### src/rtl/mem_arbiter.sv
// mem_arbiter: shares one single-port RAM between the fetch stage (IF) and
// the MEM stage. A four-state FSM grants one requester at a time, holds the
// RAM strobes for MEM_LAT cycles, captures read data on the last access
// cycle and then spends one RESP cycle pulsing the matching ack.
//
// Ports
//   clk_i, rst_i                  clock, async active-high reset
//   start_i                       enable; low blocks new grants
//   if_req_i, if_addr_i           fetch read request and byte address
//   if_data_o, if_ack_o           fetched word (registered), completion pulse
//   mem_req_i, mem_we_i           MEM-stage request, 1 = write
//   mem_addr_i, mem_wdata_i       MEM-stage address and write data
//   mem_rdata_o, mem_ack_o        read word (registered), completion pulse
//   ram_en_o, ram_we_o            shared RAM strobes
//   ram_addr_o, ram_wdata_o       shared RAM address and write data
//   ram_rdata_i                   RAM read data, valid on last access cycle
//   stall_o                       pipeline stall request (combinational)
//
// state   | meaning
// IDLE    | waiting for a request while start_i is high
// IF_ACC  | RAM access on behalf of the fetch stage
// MEM_ACC | RAM access on behalf of the MEM stage
// RESP    | one cycle: ack pulse, RAM idle, no grant
module mem_arbiter #(
  parameter int MEM_LAT = 2
) (
  input  logic        clk_i,
  input  logic        rst_i,
  input  logic        start_i,
  input  logic        if_req_i,
  input  logic [31:0] if_addr_i,
  output logic [31:0] if_data_o,
  output logic        if_ack_o,
  input  logic        mem_req_i,
  input  logic        mem_we_i,
  input  logic [31:0] mem_addr_i,
  input  logic [31:0] mem_wdata_i,
  output logic [31:0] mem_rdata_o,
  output logic        mem_ack_o,
  output logic        ram_en_o,
  output logic        ram_we_o,
  output logic [31:0] ram_addr_o,
  output logic [31:0] ram_wdata_o,
  input  logic [31:0] ram_rdata_i,
  output logic        stall_o
);

  localparam logic [3:0] LAT_LOAD = 4'(MEM_LAT - 1);

  typedef enum logic [1:0] {
    S_IDLE    = 2'd0,
    S_IF_ACC  = 2'd1,
    S_MEM_ACC = 2'd2,
    S_RESP    = 2'd3
  } state_t;

  state_t      r_state;
  state_t      w_state_nxt;
  logic [3:0]  r_cnt;
  logic        r_last_mem;
  logic        r_sel_mem;
  logic        r_we;
  logic [31:0] r_addr;
  logic [31:0] r_wdata;
  logic [31:0] r_if_data;
  logic [31:0] r_mem_rdata;
  logic        w_grant_if;
  logic        w_grant_mem;
  logic        w_done;

  always_ff @(posedge clk_i or posedge rst_i) begin
    if (rst_i) r_state <= S_IDLE;
    else       r_state <= w_state_nxt;
  end

  always_comb begin
    w_state_nxt = r_state;
    w_grant_if  = 1'b0;
    w_grant_mem = 1'b0;
    w_done      = 1'b0;
    case (r_state)
      S_IDLE: begin
        if (start_i) begin
          // MEM normally wins, but after a MEM grant a waiting fetch goes
          // first so back-to-back MEM traffic cannot starve IF.
          if (mem_req_i && !(r_last_mem && if_req_i)) begin
            w_grant_mem = 1'b1;
            w_state_nxt = S_MEM_ACC;
          end else if (if_req_i) begin
            w_grant_if  = 1'b1;
            w_state_nxt = S_IF_ACC;
          end
        end
      end
      S_IF_ACC, S_MEM_ACC: begin
        if (r_cnt == 4'd0) begin
          w_done      = 1'b1;
          w_state_nxt = S_RESP;
        end
      end
      S_RESP:  w_state_nxt = S_IDLE;
      default: w_state_nxt = S_IDLE;
    endcase
  end

  always_ff @(posedge clk_i or posedge rst_i) begin
    if (rst_i) begin
      r_cnt       <= 4'd0;
      r_last_mem  <= 1'b0;
      r_sel_mem   <= 1'b0;
      r_we        <= 1'b0;
      r_addr      <= 32'd0;
      r_wdata     <= 32'd0;
      r_if_data   <= 32'd0;
      r_mem_rdata <= 32'd0;
    end else begin
      if (w_grant_mem) begin
        r_cnt      <= LAT_LOAD;
        r_last_mem <= 1'b1;
        r_sel_mem  <= 1'b1;
        r_we       <= mem_we_i;
        r_addr     <= mem_addr_i;
        r_wdata    <= mem_wdata_i;
      end else if (w_grant_if) begin
        r_cnt      <= LAT_LOAD;
        r_last_mem <= 1'b0;
        r_sel_mem  <= 1'b0;
        r_we       <= 1'b0;
        r_addr     <= if_addr_i;
        r_wdata    <= 32'd0;
      end else if (w_done) begin
        if (!r_sel_mem)  r_if_data   <= ram_rdata_i;
        else if (!r_we)  r_mem_rdata <= ram_rdata_i;
      end else if (r_state == S_IF_ACC || r_state == S_MEM_ACC) begin
        r_cnt <= r_cnt - 4'd1;
      end
    end
  end

  assign ram_en_o    = (r_state == S_IF_ACC) || (r_state == S_MEM_ACC);
  assign ram_we_o    = (r_state == S_MEM_ACC) && r_we;
  assign ram_addr_o  = r_addr;
  assign ram_wdata_o = r_wdata;
  assign if_data_o   = r_if_data;
  assign mem_rdata_o = r_mem_rdata;
  assign if_ack_o    = (r_state == S_RESP) && !r_sel_mem;
  assign mem_ack_o   = (r_state == S_RESP) && r_sel_mem;
  assign stall_o     = start_i && ((if_req_i && !if_ack_o) || (mem_req_i && !mem_ack_o));

endmodule

### config.mk
export PLATFORM = sky130hd
export DESIGN_NAME = mem_arbiter
export DESIGN_NICKNAME = d
export VERILOG_FILES = /design/src/rtl/mem_arbiter.sv
export SDC_FILE = /design/constraint.sdc
export NUM_CORES = 1
export LEC_CHECK = 0
export ABC_AREA = 1
export CAP_MARGIN = 40
export CORE_ASPECT_RATIO = 1.4
export CORE_MARGIN = 2
export CORE_UTILIZATION = 40
export DETAILED_ROUTE_END_ITERATION = 16
export HOLD_SLACK_MARGIN = 0.03
export PLACE_DENSITY = 0.78
export REMOVE_ABC_BUFFERS = 1
export SLEW_MARGIN = 10
export SYNTH_ARGS = -nofsm -noshare
export SYNTH_HDL_FRONTEND = slang
export SYNTH_SLANG_ARGS = --single-unit
### constraint.sdc
create_clock -name clk_i -period 14.6 [get_ports clk_i]
set_clock_uncertainty 0.15 [all_clocks]
set_input_delay 2.92 -clock clk_i [delete_from_list [all_inputs] [get_ports clk_i]]
set_output_delay 2.92 -clock clk_i [all_outputs]
set_load 0.05 [all_outputs]
# ---- Yosys cells after proc, flatten, opt, wreduce, memory -nomap -nowiden
# Cells that the tools add are included.
dict set report word_totals {
  ff_bits 136
  latchBits 0
  ramBits 0
  rom_bits 0
  in_bits 134
  output_inout_bits 133
  elab_cells 68
  mem_count 0
}
dict set report classes {
  add_sub_neg 1
  mul 0
  n_div 0
  order_cmp 0
  eq_ne 7
  n_shift 0
  n_mux 25
  n_bitwise 4
  reduce_logical 23
}
# op n
set ops {}
lappend ops {{$mux 32} 4}
lappend ops {{$mux 4} 4}
lappend ops {{$mux 1} 12}
lappend ops {{$logic_and 1x1->1} 8}
lappend ops {{$mux 2} 4}
lappend ops {{$ne 3x3->1 const B} 2}
lappend ops {{$pmux 2 s3} 1}
lappend ops {{$reduce_and 5->1} 1}
lappend ops {{$eq 2x2->1 const B} 2}
lappend ops {{$logic_not 1->1} 4}
lappend ops {{$logic_not 4->1} 1}
lappend ops {{$ne 2x2->1 const B} 2}
lappend ops {{$not 1->1} 4}
lappend ops {{$reduce_and 4->1} 1}
lappend ops {{$sub 4x1->4 const B} 1}
lappend ops {{$reduce_and 3->1} 1}
lappend ops {{$reduce_bool 3->1} 1}
lappend ops {{$eq 2x1->1 const B} 1}
lappend ops {{$logic_not 2->1} 1}
lappend ops {{$logic_or 1x1->1} 2}
lappend ops {{$reduce_and 2->1} 1}
lappend ops {{$reduce_bool 2->1} 1}
lappend ops {{$reduce_or 2->1} 1}

# ---- Logic depth before layout (Yosys ltp)
dict set report logic_depth {
  ltp_word 8
  mapped_depth 10
  mapped_depth_nobuf 8
}

# ---- Worst setup path after synthesis
# Ideal clock, no wire load.
dict set report synth_path {
  path_kind {in2out}
  from {input mem_req_i}
  to {output stall_o}
  arrival_ns 3.744
  t_required_ns 11.530
  path_slack_ns 7.786
  cell_stages 2
  cell_sequence {nand2_1 a21oi_1}
}
dict set report synth_between {
  elab_chain_len 3
}
# element line_no
set synth_rtl {}
lappend synth_rtl {{start, declared} 34} ;# input logic mem_req_i,
lappend synth_rtl {{$logic_and 1x1->1} 148} ;# assign stall_o = start_i && ((if_req_i && !if_ack_o) || (mem_req_i && !mem_ack_o));
lappend synth_rtl {{$logic_or 1x1->1} 148}
lappend synth_rtl {{$logic_and 1x1->1} 148}
lappend synth_rtl {{end, declared} 45} ;# output logic stall_o
# Every way passes these cells.

# ---- Worst setup path in the final report
# Same ends and word-level chain as after synthesis.

==> results.txt <==
TritonCTS buffer count - 17
Share of Yosys cell area claimed by the top area cell type - 58.3%
Post-route met1 wirelength - 6690 um
Non-Filler Cell Area, Final - 9260 um2
Violation count after the first detailed-route iteration - 259
Crit Path Class - primary input to output pin
Class of the worst hold path - register to register
Endpoints failing setup - 0
Peak supply drop - 0.000123 V
Max capacitance violation total - 0
Routed wire per std cell - 14.4 um
# IOs - 267
Worst endpoint data arrival time - 4.45 ns
Setup repair after global routing missed its margin - no
Met3 Wirelength - 1270 um
Reported leakage power - 4.57 nW
FF/Latch Area - 3400 um2
Number of global-route vias before repair - 5,360
Syn avg cell area - 8.36 um2
Effective utilization at floorplan - 40.6%
Residual DRC count - 0
Top metal layer carrying routed signals - met4
Hold Buf Count CTS - 0
Final wirelength - 16,600 um
Run status - complete, no violations
Layout fillers - 1,181
Remaining global-route overflow - 0
Number of search-and-repair iterations in the first detailed-routing pass - 4
Die height - 147 um
Fin. Hold Viols - 0
Post-route ant nets - 0
Final slew viol count - 0
Dominant cell type by area after synthesis - dfrtp_1
Fraction of the yosys area taken by sequential cells - 58.3%
Number of levels the H-tree was split into - 4
Endpoint type of the worst setup path - output pin
TritonCTS clock tree - yes
Number of storage elements in the synthesis netlist - 136
Element type at the critical path start - primary input
Row cnt - 52
Cell at the root of the clock tree - clkbuf_16
Post-CTS sizing - 0
Ratio of final minimum period to clock period - 51.5%
Time the worst path needs with I/O delays and setup - 7.52 ns
Data required time at the worst endpoint - 11.53 ns
Flop-to-flop setup slack - 11.43 ns
Clock transition at the registers of the reported paths - 0.06 ns
Post-detailed-placement half-perimeter wirelength - 11,200 um
Wire length of the first global-routing pass - 26,800 um
Pin count of the biggest net entering global routing - 84
Worst-Skew Late Latency - 0.41 ns
Met2 layer wire length in the routed design - 8080 um
Highest net fanout along the worst path - 3
Port-buffer cells - 266
Power per cell area - 252 nW/um2
Maximum frequency from static timing analysis - 133 MHz
Total routing resource utilization after global routing - 21.6%
Multi-input gate area - 2150 um2
Cell count after synthesis - 699
Clock sink total - 136
Area growth from synthesis to layout - 58.5%
Number of buffers added for setup after CTS - 0
Post-Route Setup TNS - 0 ns
Largest cells by area after synthesis - dfrtp_1 58%, nand2_1 20%, nor2_1 4.6%
Horizontal die dimension - 106 um
Count of different cell masters after synthesis - 21
Ratio of cells with drive above 1 in the final layout - 5.20%
ANT cells - 0
Initial antenna violation count - 0
Via count - 5,563
Buffers from clock root to sink, at most - 2
Routability congestion estimate from global placement - 0.823
Net count of the finished layout - 1,087
Max transition margin - 48.3%
Die ar. - 15,600 um2
FF-to-FF End - ram_addr_o[30]
Synthesis Warnings - 0
Startpoint of the worst-slack reg-to-reg timing path - r_sel_mem
DR vias/cell - 4.83
Area inside the core boundary - 14,400 um2
Worst Reg2Reg Path Length in Cells - 9
Setup crit start - mem_req_i
Synthesized cell area - 5840 um2
Worst slew pin tran - 0.773 ns
Crit path capture - stall_o
Post-DP Area - 8630 um2
[Yosys cell counts]
library cell,count
inv_1,12
buf_4,13
ha_1,4
clkbuf_1,3
dfrtp_1,136
a21boi_1,1
nand2_1,314
nand3_1,38
buf_6,1
nand2_2,2
nor2_2,3
nor2_1,71
o21ai_0,21
nand3_2,1
a21oi_1,3
inv_2,1
nand4_1,32
buf_2,25
o21ai_1,15
buf_1,2
a21boi_0,1
[per-layer routing]
metal	track usage [%]	vias to the layer above
met2	35.6	244
met1	26.4	2562
met4	9.54	0
met5	0	-
li1	-	2721
met3	6.08	36
[power breakdown]
part	switching [W]	internal, W	leakage, nW	total (W)
Clock	0.000177	0.000278	0.298	0.000455
Sequential	0.0000896	0.000539	1.74	0.000629
Combinational	0.000858	0.000395	2.53	0.00125
Total	0.00113	0.00121	4.57	0.00234
[layout make-up]
cell class,instances,share of cell area [%]
Inverter,13,0.581
Clock inverter,14,2.03
Timing Repair Buffer,275,30.1
Clock buffer,18,4.74
Tap cell,189,2.55
Sequential cell,136,36.8
Multi-Input combinational cell,506,23.2
[registers in the layout (all words and copies together) (netlist names)]
signal	cells
r_cnt	4
r_sel_mem	1
r_state	2
ram_wdata_o	32
r_we	1
ram_addr_o	32
mem_rdata_o	32
if_data_o	32
[logic make-up after synthesis]
family / share of synthesized area, %
simple gates: 32.1
flops: 58.3
buf+inv: 5.16
compound gates: 3.60
fa+ha+maj: 0.857
[per-stage QoR]
stage / util (%) / setup WS, ns / power (W) / hold WS, ns / std cells
6_report: 64.4 / 7.08 / 0.00234 / 0.316 / 1151
5_1_grt: 64.4 / 7.04 / 0.00246 / 0.334 / 1151
4_1_cts: 64.4 / 7.08 / 0.00236 / 0.322 / 1151
3_5_place_dp: 60.0 / 7.08 / 0.00189 / 0.307 / 1119
3_3_place_gp: 59.5 / 7.09 / 0.00187 / 0.302 / 1116
2_1_floorplan: - / 7.77 / 0.00143 / 0.315 / 655
[critical path: stages]
cell,delay [ns]
clkdlybuf4s50_1,0.52
nand2_1,0.07
a21oi_1,0.13
clkdlybuf4s50_1,0.81
[cell usage in the layout, fill, tap and decap left out, drive strengths merged, types with 4 or more instances in the layout]
cell,netlist,final
nand2,316,316
clkdlybuf4s50,0,266
inv,13,18
nor2,74,74
o21ai,36,36
ha,4,4
buf,41,9
dfrtp,136,136
nand4,32,32
nand3,39,39
clkbuf,3,18
[worst min-delay path by stage]
stage                    startpoint         endpoint  slack [ns]  cells past startpoint
floorplan                  r_cnt[0]         r_cnt[0]        0.32                      2
global placement    mem_rdata_o[31]  mem_rdata_o[31]        0.30                      2
detailed placement   mem_rdata_o[8]   mem_rdata_o[8]        0.31                      2
CTS                 ram_wdata_o[10]  ram_wdata_o[10]        0.32                      2
global route        ram_wdata_o[15]  ram_wdata_o[15]        0.33                      2
finish              ram_wdata_o[10]  ram_wdata_o[10]        0.32                      2
Power figures use the tool's default switching activity.
